## config.mk

```make
export PLATFORM = sky130hd
export DESIGN_NAME = fe_pow_flat
export DESIGN_NICKNAME = d
export VERILOG_FILES = /design/src/rtl/fe_pow_if.sv /design/src/rtl/fe_pow.sv /design/src/flat_wrapper.sv
export SDC_FILE = /design/constraint.sdc
export NUM_CORES = 2
export LEC_CHECK = 0
export CORE_AREA = 5 5 729 731
export CTS_CLUSTER_DIAMETER = 200
export CTS_CLUSTER_SIZE = 10
export DETAILED_ROUTE_END_ITERATION = 12
export DIE_AREA = 0 0 734 736
export GPL_ROUTABILITY_DRIVEN = 0
export PLACE_DENSITY = 0.3
export SYNTH_ARGS = -nofsm -noshare
export SYNTH_HDL_FRONTEND = slang
export SYNTH_SLANG_ARGS = --single-unit
export TNS_END_PERCENT = 100
```

## constraint.sdc

```tcl
create_clock -name clk -period 9.32 [get_ports clk]
set_input_delay 1.864 -clock clk [delete_from_list [all_inputs] [get_ports clk]]
set_output_delay 1.864 -clock clk [all_outputs]
set_load 0.01 [all_outputs]
```

## src/rtl/fe_pow_if.sv

```systemverilog
// fe_pow_if -- request/result and multiplier bus for fe_pow.
//   Request side : z (base), e (exponent), mode (0 = e, 1 = inversion exponent), valid
//   Result side  : out (z^exp), done (1-cycle pulse), busy
//   Multiplier   : mul_op_a/mul_op_b/mul_valid towards the multiplier,
//                  mul_res/mul_done back from it
// slave  = fe_pow view, master = environment (requester + multiplier) view.
interface fe_pow_if #(
    parameter int W  = 320,
    parameter int EW = 255
);
    logic [W-1:0]  z;
    logic [EW-1:0] e;
    logic          mode;
    logic          valid;
    logic [W-1:0]  out;
    logic          done;
    logic          busy;
    logic [W-1:0]  mul_op_a;
    logic [W-1:0]  mul_op_b;
    logic          mul_valid;
    logic [W-1:0]  mul_res;
    logic          mul_done;

    modport slave (
        input  z, e, mode, valid, mul_res, mul_done,
        output out, done, busy, mul_op_a, mul_op_b, mul_valid
    );

    modport master (
        output z, e, mode, valid, mul_res, mul_done,
        input  out, done, busy, mul_op_a, mul_op_b, mul_valid
    );
endinterface

```

## src/rtl/fe_pow.sv

```systemverilog
// fe_pow -- left-to-right square-and-multiply exponentiation over an
// external field multiplier.
//   clk  : single clock, rising edge
//   rst  : synchronous, active-high reset
//   bus  : fe_pow_if.slave (request, result and multiplier handshake)
// Leading zero exponent bits are skipped in SCAN at one bit per cycle, so
// the first set bit loads acc with z without a multiply.  All outputs are
// registered; multiplier operands only change when a request is issued, so
// they stay stable for the whole multiplier latency.
module fe_pow #(
    parameter int             W       = 320,
    parameter int             EW      = 255,
    parameter logic [W-1:0]   ONE     = W'(1),
    parameter logic [EW-1:0]  EXP_INV = {{(EW-5){1'b1}}, 5'b01011}
) (
    input  logic      clk,
    input  logic      rst,
    fe_pow_if.slave   bus
);
    localparam int IW = (EW > 1) ? $clog2(EW) : 1;

    typedef enum logic [2:0] {
        IDLE, SCAN, SQR_REQ, SQR_WAIT, MUL_REQ, MUL_WAIT, FIN
    } state_t;

    state_t         state_q;
    logic [W-1:0]   z_q;
    logic [EW-1:0]  exp_q;
    logic [IW-1:0]  i_q;
    logic [W-1:0]   acc_q;
    logic [W-1:0]   out_q;
    logic           done_q;
    logic           busy_q;
    logic [W-1:0]   op_a_q;
    logic [W-1:0]   op_b_q;
    logic           mul_valid_q;

    // exponent bit under the current index
    logic bit_d;
    assign bit_d = exp_q[i_q];

    always_ff @(posedge clk) begin
        if (rst) begin
            state_q     <= IDLE;
            z_q         <= '0;
            exp_q       <= '0;
            i_q         <= '0;
            acc_q       <= '0;
            out_q       <= '0;
            done_q      <= 1'b0;
            busy_q      <= 1'b0;
            op_a_q      <= '0;
            op_b_q      <= '0;
            mul_valid_q <= 1'b0;
        end else begin
            mul_valid_q <= 1'b0;
            done_q      <= 1'b0;
            case (state_q)
                IDLE: begin
                    // busy is still high in the done cycle and falls here
                    busy_q <= 1'b0;
                    if (bus.valid) begin
                        z_q     <= bus.z;
                        exp_q   <= bus.mode ? EXP_INV : bus.e;
                        i_q     <= IW'(EW - 1);
                        busy_q  <= 1'b1;
                        state_q <= SCAN;
                    end
                end
                SCAN: begin
                    if (bit_d) begin
                        acc_q <= z_q;
                        if (i_q == '0) begin
                            state_q <= FIN;
                        end else begin
                            i_q     <= i_q - IW'(1);
                            state_q <= SQR_REQ;
                        end
                    end else if (i_q == '0) begin
                        // all-zero exponent
                        acc_q   <= ONE;
                        state_q <= FIN;
                    end else begin
                        i_q <= i_q - IW'(1);
                    end
                end
                SQR_REQ: begin
                    op_a_q      <= acc_q;
                    op_b_q      <= acc_q;
                    mul_valid_q <= 1'b1;
                    state_q     <= SQR_WAIT;
                end
                SQR_WAIT: begin
                    if (bus.mul_done) begin
                        acc_q <= bus.mul_res;
                        if (bit_d) begin
                            state_q <= MUL_REQ;
                        end else if (i_q == '0) begin
                            state_q <= FIN;
                        end else begin
                            i_q     <= i_q - IW'(1);
                            state_q <= SQR_REQ;
                        end
                    end
                end
                MUL_REQ: begin
                    op_a_q      <= acc_q;
                    op_b_q      <= z_q;
                    mul_valid_q <= 1'b1;
                    state_q     <= MUL_WAIT;
                end
                MUL_WAIT: begin
                    if (bus.mul_done) begin
                        acc_q <= bus.mul_res;
                        if (i_q == '0) begin
                            state_q <= FIN;
                        end else begin
                            i_q     <= i_q - IW'(1);
                            state_q <= SQR_REQ;
                        end
                    end
                end
                FIN: begin
                    out_q   <= acc_q;
                    done_q  <= 1'b1;
                    state_q <= IDLE;
                end
                default: state_q <= IDLE;
            endcase
        end
    end

    assign bus.out       = out_q;
    assign bus.done      = done_q;
    assign bus.busy      = busy_q;
    assign bus.mul_op_a  = op_a_q;
    assign bus.mul_op_b  = op_b_q;
    assign bus.mul_valid = mul_valid_q;
endmodule

```

## src/flat_wrapper.sv

```systemverilog
// flat-port wrapper written by rule: the top's interface ports become plain ports
module fe_pow_flat 
#(
    parameter int             W       = 320,
    parameter int             EW      = 255,
    parameter logic [W-1:0]   ONE     = W'(1),
    parameter logic [EW-1:0]  EXP_INV = {{(EW-5){1'b1}}, 5'b01011}
)
  (clk, rst, bus_z, bus_e, bus_mode, bus_valid, bus_mul_res, bus_mul_done, bus_out, bus_done, bus_busy, bus_mul_op_a, bus_mul_op_b, bus_mul_valid);
  fe_pow_if #(.W(W), .EW(EW)) bus_i ();
  input  logic clk;
  input  logic rst;
  input wire logic [$bits(bus_i.z)-1:0] bus_z;
  input wire logic [$bits(bus_i.e)-1:0] bus_e;
  input wire logic [$bits(bus_i.mode)-1:0] bus_mode;
  input wire logic [$bits(bus_i.valid)-1:0] bus_valid;
  input wire logic [$bits(bus_i.mul_res)-1:0] bus_mul_res;
  input wire logic [$bits(bus_i.mul_done)-1:0] bus_mul_done;
  output wire logic [$bits(bus_i.out)-1:0] bus_out;
  output wire logic [$bits(bus_i.done)-1:0] bus_done;
  output wire logic [$bits(bus_i.busy)-1:0] bus_busy;
  output wire logic [$bits(bus_i.mul_op_a)-1:0] bus_mul_op_a;
  output wire logic [$bits(bus_i.mul_op_b)-1:0] bus_mul_op_b;
  output wire logic [$bits(bus_i.mul_valid)-1:0] bus_mul_valid;
  assign bus_i.z = bus_z;
  assign bus_i.e = bus_e;
  assign bus_i.mode = bus_mode;
  assign bus_i.valid = bus_valid;
  assign bus_i.mul_res = bus_mul_res;
  assign bus_i.mul_done = bus_mul_done;
  assign bus_out = bus_i.out;
  assign bus_done = bus_i.done;
  assign bus_busy = bus_i.busy;
  assign bus_mul_op_a = bus_i.mul_op_a;
  assign bus_mul_op_b = bus_i.mul_op_b;
  assign bus_mul_valid = bus_i.mul_valid;
  fe_pow #(.W(W), .EW(EW), .ONE(ONE), .EXP_INV(EXP_INV)) u_core (.clk(clk), .rst(rst), .bus(bus_i));
endmodule
```

**Word level (Yosys, flattened, before mapping)**

Index checks and enable logic that the tools add are counted.

- Multipliers: 0
- Bitwise operators: 0
- Equal/unequal tests: 12
- Mux-type cells: 25
- $add $sub $neg: 1
- $lt $le $gt $ge: 1
- Reduce and logical (&&, ||, !) cells: 11
- Shifts and indexed selects: 0
- Divide/modulo/power cells: 0

Operators with widths:

| cell | number |
|---|---|
| $pmux 320 s2 | 2 |
| $mux 320 | 3 |
| $mux 255 | 1 |
| $mux 8 | 5 |
| $pmux 8 s4 | 1 |
| $mux 3 | 7 |
| $pmux 3 s6 | 1 |
| $eq 3x3->1 const B | 3 |
| $lt 8x9->1 const B | 1 |
| $bmux 1 s8 | 1 |
| $logic_not 8->1 | 1 |
| $ne 2x2->1 const B | 4 |
| $sub 8x1->8 const B | 1 |
| $eq 3x2->1 const B | 2 |
| $reduce_and 5->1 | 1 |
| $mux 1 | 4 |
| $reduce_and 4->1 | 1 |
| $reduce_bool 2->1 | 2 |
| $reduce_bool 4->1 | 1 |
| $reduce_or 2->1 | 2 |
| $eq 3x1->1 const B | 1 |
| $logic_not 3->1 | 1 |
| $ne 3x1->1 const B | 1 |
| $reduce_and 3->1 | 1 |
| 2 further kinds | 2 |

- Output and inout port bits: 963
- Word-level logic and storage cells: 61
- Memories kept: 0
- Memory bits (read-only): 0
- Register bits after elaboration: 1869
- RAM bits: 0
- Bits in latches: 0

**Longest topological paths before layout**

- Depth in word-level cells: 5
- Gate-level depth with buffers: 16
- Gate-level depth less buffers: 10

**Least setup slack after synthesis**

No wires, ideal clock.

- Path type: input to register
- From: in rst
- To: reg u_core.op_a_q[220], in the netlist u_core.bus.mul_op_a[220]
- Setup slack: 5.790 ns
- Required time: 9.260 ns
- Buffers on the path: 5
- Data arrival time: 3.470 ns
- Cell stages on the path: 8
- Cell sequence: clkbuf_1 or3_1 clkbuf_1 clkbuf_1 clkinv_1 clkbuf_1 clkbuf_1 a22o_1

RTL lines:

| element | RTL line | RTL |
|---|---|---|
| from (decl) | flat_wrapper.sv:12 | `input logic rst;` |
| to (signal assigned) | fe_pow.sv:88 | `op_a_q <= acc_q;` |
| to (signal assigned) | fe_pow.sv:107 | `op_a_q <= acc_q;` |
| to (decl) | fe_pow.sv:34 | `logic [W-1:0] op_a_q;` |

**Worst setup path in the final report**

- From: reg u_core.i_q[3]
- To: reg u_core.acc_q[118]

- Cells in the longest elaborated chain, start to end: 4
- Elaborated cells between the ends (all ways): 7
- Classes of those cells: eq/ne: 1; mux: 4; reduce/logical: 2

RTL lines:

| element | RTL line | RTL |
|---|---|---|
| from (decl) | fe_pow.sv:29 | `logic [IW-1:0] i_q;` |
| from (signal assigned) | fe_pow.sv:65 | `i_q <= IW'(EW - 1);` |
| from (signal assigned) | fe_pow.sv:76 | `i_q <= i_q - IW'(1);` |
| from (signal assigned) | fe_pow.sv:84 | `i_q <= i_q - IW'(1);` |
| $bmux 1 s8 | fe_pow.sv:40 | `assign bit_d = exp_q[i_q];` |
| $mux 1 (not written as such) | fe_pow.sv:40 |  |
| $ne 3x1->1 (no source line) or $mux 320 (tied branches) | n/a |  |
| $reduce_and 3->1 (no source line) or $pmux 320 s2 (tied branches) | n/a |  |
| to (signal assigned) | fe_pow.sv:72 | `acc_q <= z_q;` |
| to (signal assigned) | fe_pow.sv:95 | `acc_q <= bus.mul_res;` |
| to (signal assigned) | fe_pow.sv:114 | `acc_q <= bus.mul_res;` |
| to (decl) | fe_pow.sv:30 | `logic [W-1:0] acc_q;` |

Parallel ways exist; a longest one is shown, timed or not. The select of a mux whose other input is x is not followed.
A chain may end at the register's enable or synchronous reset.

==> impl_metrics.env <==
export IMPL_outcome="finished clean"
export IMPL_crit_type="reg2reg"
export IMPL_drt_first_pass_iters=5
export IMPL_path_cells="inv_1 > mux4_2 > nor2_1 > o41ai_1 > o32ai_2 > o21ai_2 > a21boi_4 > buf_4 > buf_4 > a221oi_1 > nor3_2"
export IMPL_crit_top_cell="buf_4"
export IMPL_core_area_um2=524000
export IMPL_cpLargestDelayFamily="buffers and inverters"
export IMPL_mostFrequentLayoutCells="1866 x dfxtp_1, 1860 x clkdlybuf4s50_1, 1631 x nand2_1"
export IMPL_yosysWarnings=0
export IMPL_clock_sinks=1869
export IMPL_drt_wl_total_um=494000
export IMPL_dr_first_iter_drc_count=4561
export IMPL_synth_seq_cells=1869
export IMPL_fp_dieW_um=734
export IMPL_avgSynthCellArea_um2=9.17
export IMPL_cp_slowest_cell="buf_4"
export IMPL_cts_hold_buf=0
export IMPL_nets=10118
export IMPL_finalPower_mw=30.7
export IMPL_period_share_pct=61.5
export IMPL_clk_latency_ns=0.93
export IMPL_setup_worst_path_end_class="flop"
export IMPL_finalSetupViolCount=0
export IMPL_tightest_slew_ns=1.37
export IMPL_min_path_cells=2
export IMPL_drive_gt1_share_pct=7.68
export IMPL_hp_start="u_core.bus.mul_op_b[18]"
export IMPL_final_common_cell="dfxtp_1"
export IMPL_clk_path_buf_depth=4
export IMPL_syn_area_um2=71200
export IMPL_layoutNonFillerInstCount=16263
export IMPL_start_kind="flop"
export IMPL_overflow=0
export IMPL_grt_usage_pct=17.4
export IMPL_wl_per_cell_um=30.4
export IMPL_worstRegToRegCells=11
export IMPL_yosys_area_share_simple_pct=21.2
export IMPL_hold_end="u_core.bus.mul_op_b[18]"
export IMPL_rsz0062_at_grt="false"
export IMPL_detail_route_antenna_nets=0
export IMPL_synth_edf_count=0
export IMPL_grt_pass1_vias=65069
export IMPL_syn2layout_area_growth_pct=44.1
export IMPL_reg2reg_to="u_core.acc_q[118]"
export IMPL_cts_tree="built"
export IMPL_synth_mux_area_share_pct=6.79
export IMPL_hold_viol=0
export IMPL_irDropWorstVdd_mv=0.507
export IMPL_synthAdderAreaFrac_pct=0.0176
export IMPL_clk_pin_slew_worst_paths_ns=0.06
export IMPL_fin_util_pct=19.6
export IMPL_hold_ws_ns=0.449
export IMPL_r2r_setup_slack_ns=3.59
export IMPL_synth_xor_area_share_pct=0.0246
export IMPL_p_leak_nw=33.3
export IMPL_start_util_pct=13.6
export IMPL_die_area_um2=540000
export IMPL_max_slew_margin_pct=8.57
export IMPL_antenna_found_initial=225
export IMPL_cts_root_buf="clkbuf_16"
export IMPL_skew_ns=0.0926
export IMPL_grt_max_degree=152
export IMPL_grt_pass1_wl_um=649000
export IMPL_htree_num_levels=4
export IMPL_worstPathArrival_ns=6.52
export IMPL_drv_cap=0
export IMPL_cts_repair_resized=0
export IMPL_ioPinCount=1863
export IMPL_syn_inst=7761
export IMPL_dp_cells=15974
export IMPL_fmax_mhz=174
export IMPL_timing_setup_tns_ns=0
export IMPL_fin_crit_ns=5.73
export IMPL_worstHoldPathType="reg2reg"
export IMPL_std_cell_rows=266
export IMPL_dp_hpwl_um=372000
export IMPL_report_final_slew_viol_count=0
export IMPL_die_h_um=736
export IMPL_synthFlopType="dfxtp_1"
export IMPL_synth_top_family_by_area="simple AND/OR/NAND/NOR gates"
export IMPL_synth_seq_area_share_pct=52.6
export IMPL_vias=66578
export IMPL_vias_per_cell=4.09
export IMPL_cp_max_fo=55
export IMPL_power_density_nw_per_um2=299
export IMPL_crit_path_max_incr_delay_ns=0.83
export IMPL_portBuffers=1862
export IMPL_required_ns=10.11
export IMPL_synth_nets=8662
export IMPL_ys_types=63
export IMPL_cts_made_buffers=209
export IMPL_r2r_start="u_core.i_q[3]"
export IMPL_async_flop_share_pct=0
export IMPL_drc=0
export IMPL_postCtsSetupBuffers=0
export IMPL_synth_compound_area_share_pct=15.3
export IMPL_crit_buf_inv=3
## metal layers
layer	track usage, %	part of all wire (%)	vias to the layer above
li1	-	-	29941
met1	23.3	46	33434
met2	27.4	44	2397
met3	5.07	7.4	644
met4	3.97	2.6	162
met5	0	0.21	-
## Yosys cell counts, types with 4 or more instances
cell type | number | area, um^2
a21oi_1 | 652 | 3260
a221oi_1 | 320 | 2800
a22o_1 | 320 | 2800
and2_1 | 5 | 31.3
and3_1 | 5 | 31.3
buf_1 | 24 | 90.1
buf_2 | 78 | 390
buf_4 | 8 | 60.1
buf_6 | 8 | 90.1
clkbuf_1 | 593 | 2230
dfxtp_1 | 1869 | 37400
inv_1 | 9 | 33.8
mux2i_1 | 340 | 3400
mux4_2 | 62 | 1400
nand2_1 | 1632 | 6130
nand3_1 | 10 | 50.1
nor2_1 | 271 | 1020
nor2b_1 | 326 | 2040
nor3_1 | 539 | 2700
nor3_2 | 300 | 3000
o21ai_0 | 324 | 1620
or3_1 | 4 | 25.0
## worst register-to-register path, cell delays in order, from the launching register on
cell	delay [ns]
dfxtp_1	0.70
inv_1	0.57
mux4_2	0.57
nor2_1	0.12
o41ai_1	0.50
o32ai_2	0.18
o21ai_2	0.25
a21boi_4	0.65
buf_4	0.84
buf_4	0.75
a221oi_1	0.28
nor3_2	0.21
## power breakdown
part           internal (mW)  total [mW]  leakage, nW  switching [mW]
Combinational           3.90        11.3         15.3            7.42
Sequential              9.47        11.6         15.2            2.15
Clock                   4.02        7.72         2.72            3.71
## worst max path at each step
stage / start / to / slack, ns / cells after the start
after floorplan: rst / u_core.bus.mul_op_a[220] / 5.79 / 8
after global placement: u_core.i_q[3] / u_core.acc_q[133] / 3.43 / 11
after detailed placement: u_core.i_q[3] / u_core.acc_q[138] / 3.46 / 11
after CTS: u_core.i_q[3] / u_core.acc_q[138] / 3.41 / 11
after global routing: u_core.i_q[3] / u_core.acc_q[118] / 3.20 / 11
final: u_core.i_q[3] / u_core.acc_q[118] / 3.59 / 11
## logic make-up after synthesis
logic type	count (synthesis)
buf+inv	725
xor+xnor	2
simple gates	3101
flops	1869
fa+ha+maj	1
mux	405
compound gates	1658
## final cells by class
cell class	instances	area, um^2
diodes	63	158
clock buffers	215	5310
clock inverters	11	265
fillers	57855	421000
inverters	12	52.6
multi-input cells	5167	30900
flip-flops and latches	1869	37400
well taps	6968	8720
repair buffers	1958	19700
## state kept, by name (all words and copies together) (netlist names)
register	flops
u_core.acc_q	320
u_core.bus.busy	1
u_core.bus.done	1
u_core.bus.mul_op_a	320
u_core.bus.mul_op_b	320
u_core.bus.mul_valid	1
u_core.bus.out	320
u_core.exp_q	255
u_core.i_q	8
u_core.state_q	3
u_core.z_q	320
## metrics by stage
stage                     area, um^2  setup WS [ns]
after floorplan                71200           5.79
after CTS                     102000           3.41
after detailed placement       96800           3.46
after global routing          102000           3.20
after global placement         96800           3.43
final                         103000           3.59
No activity file was read; power rests on OpenSTA's default activity.
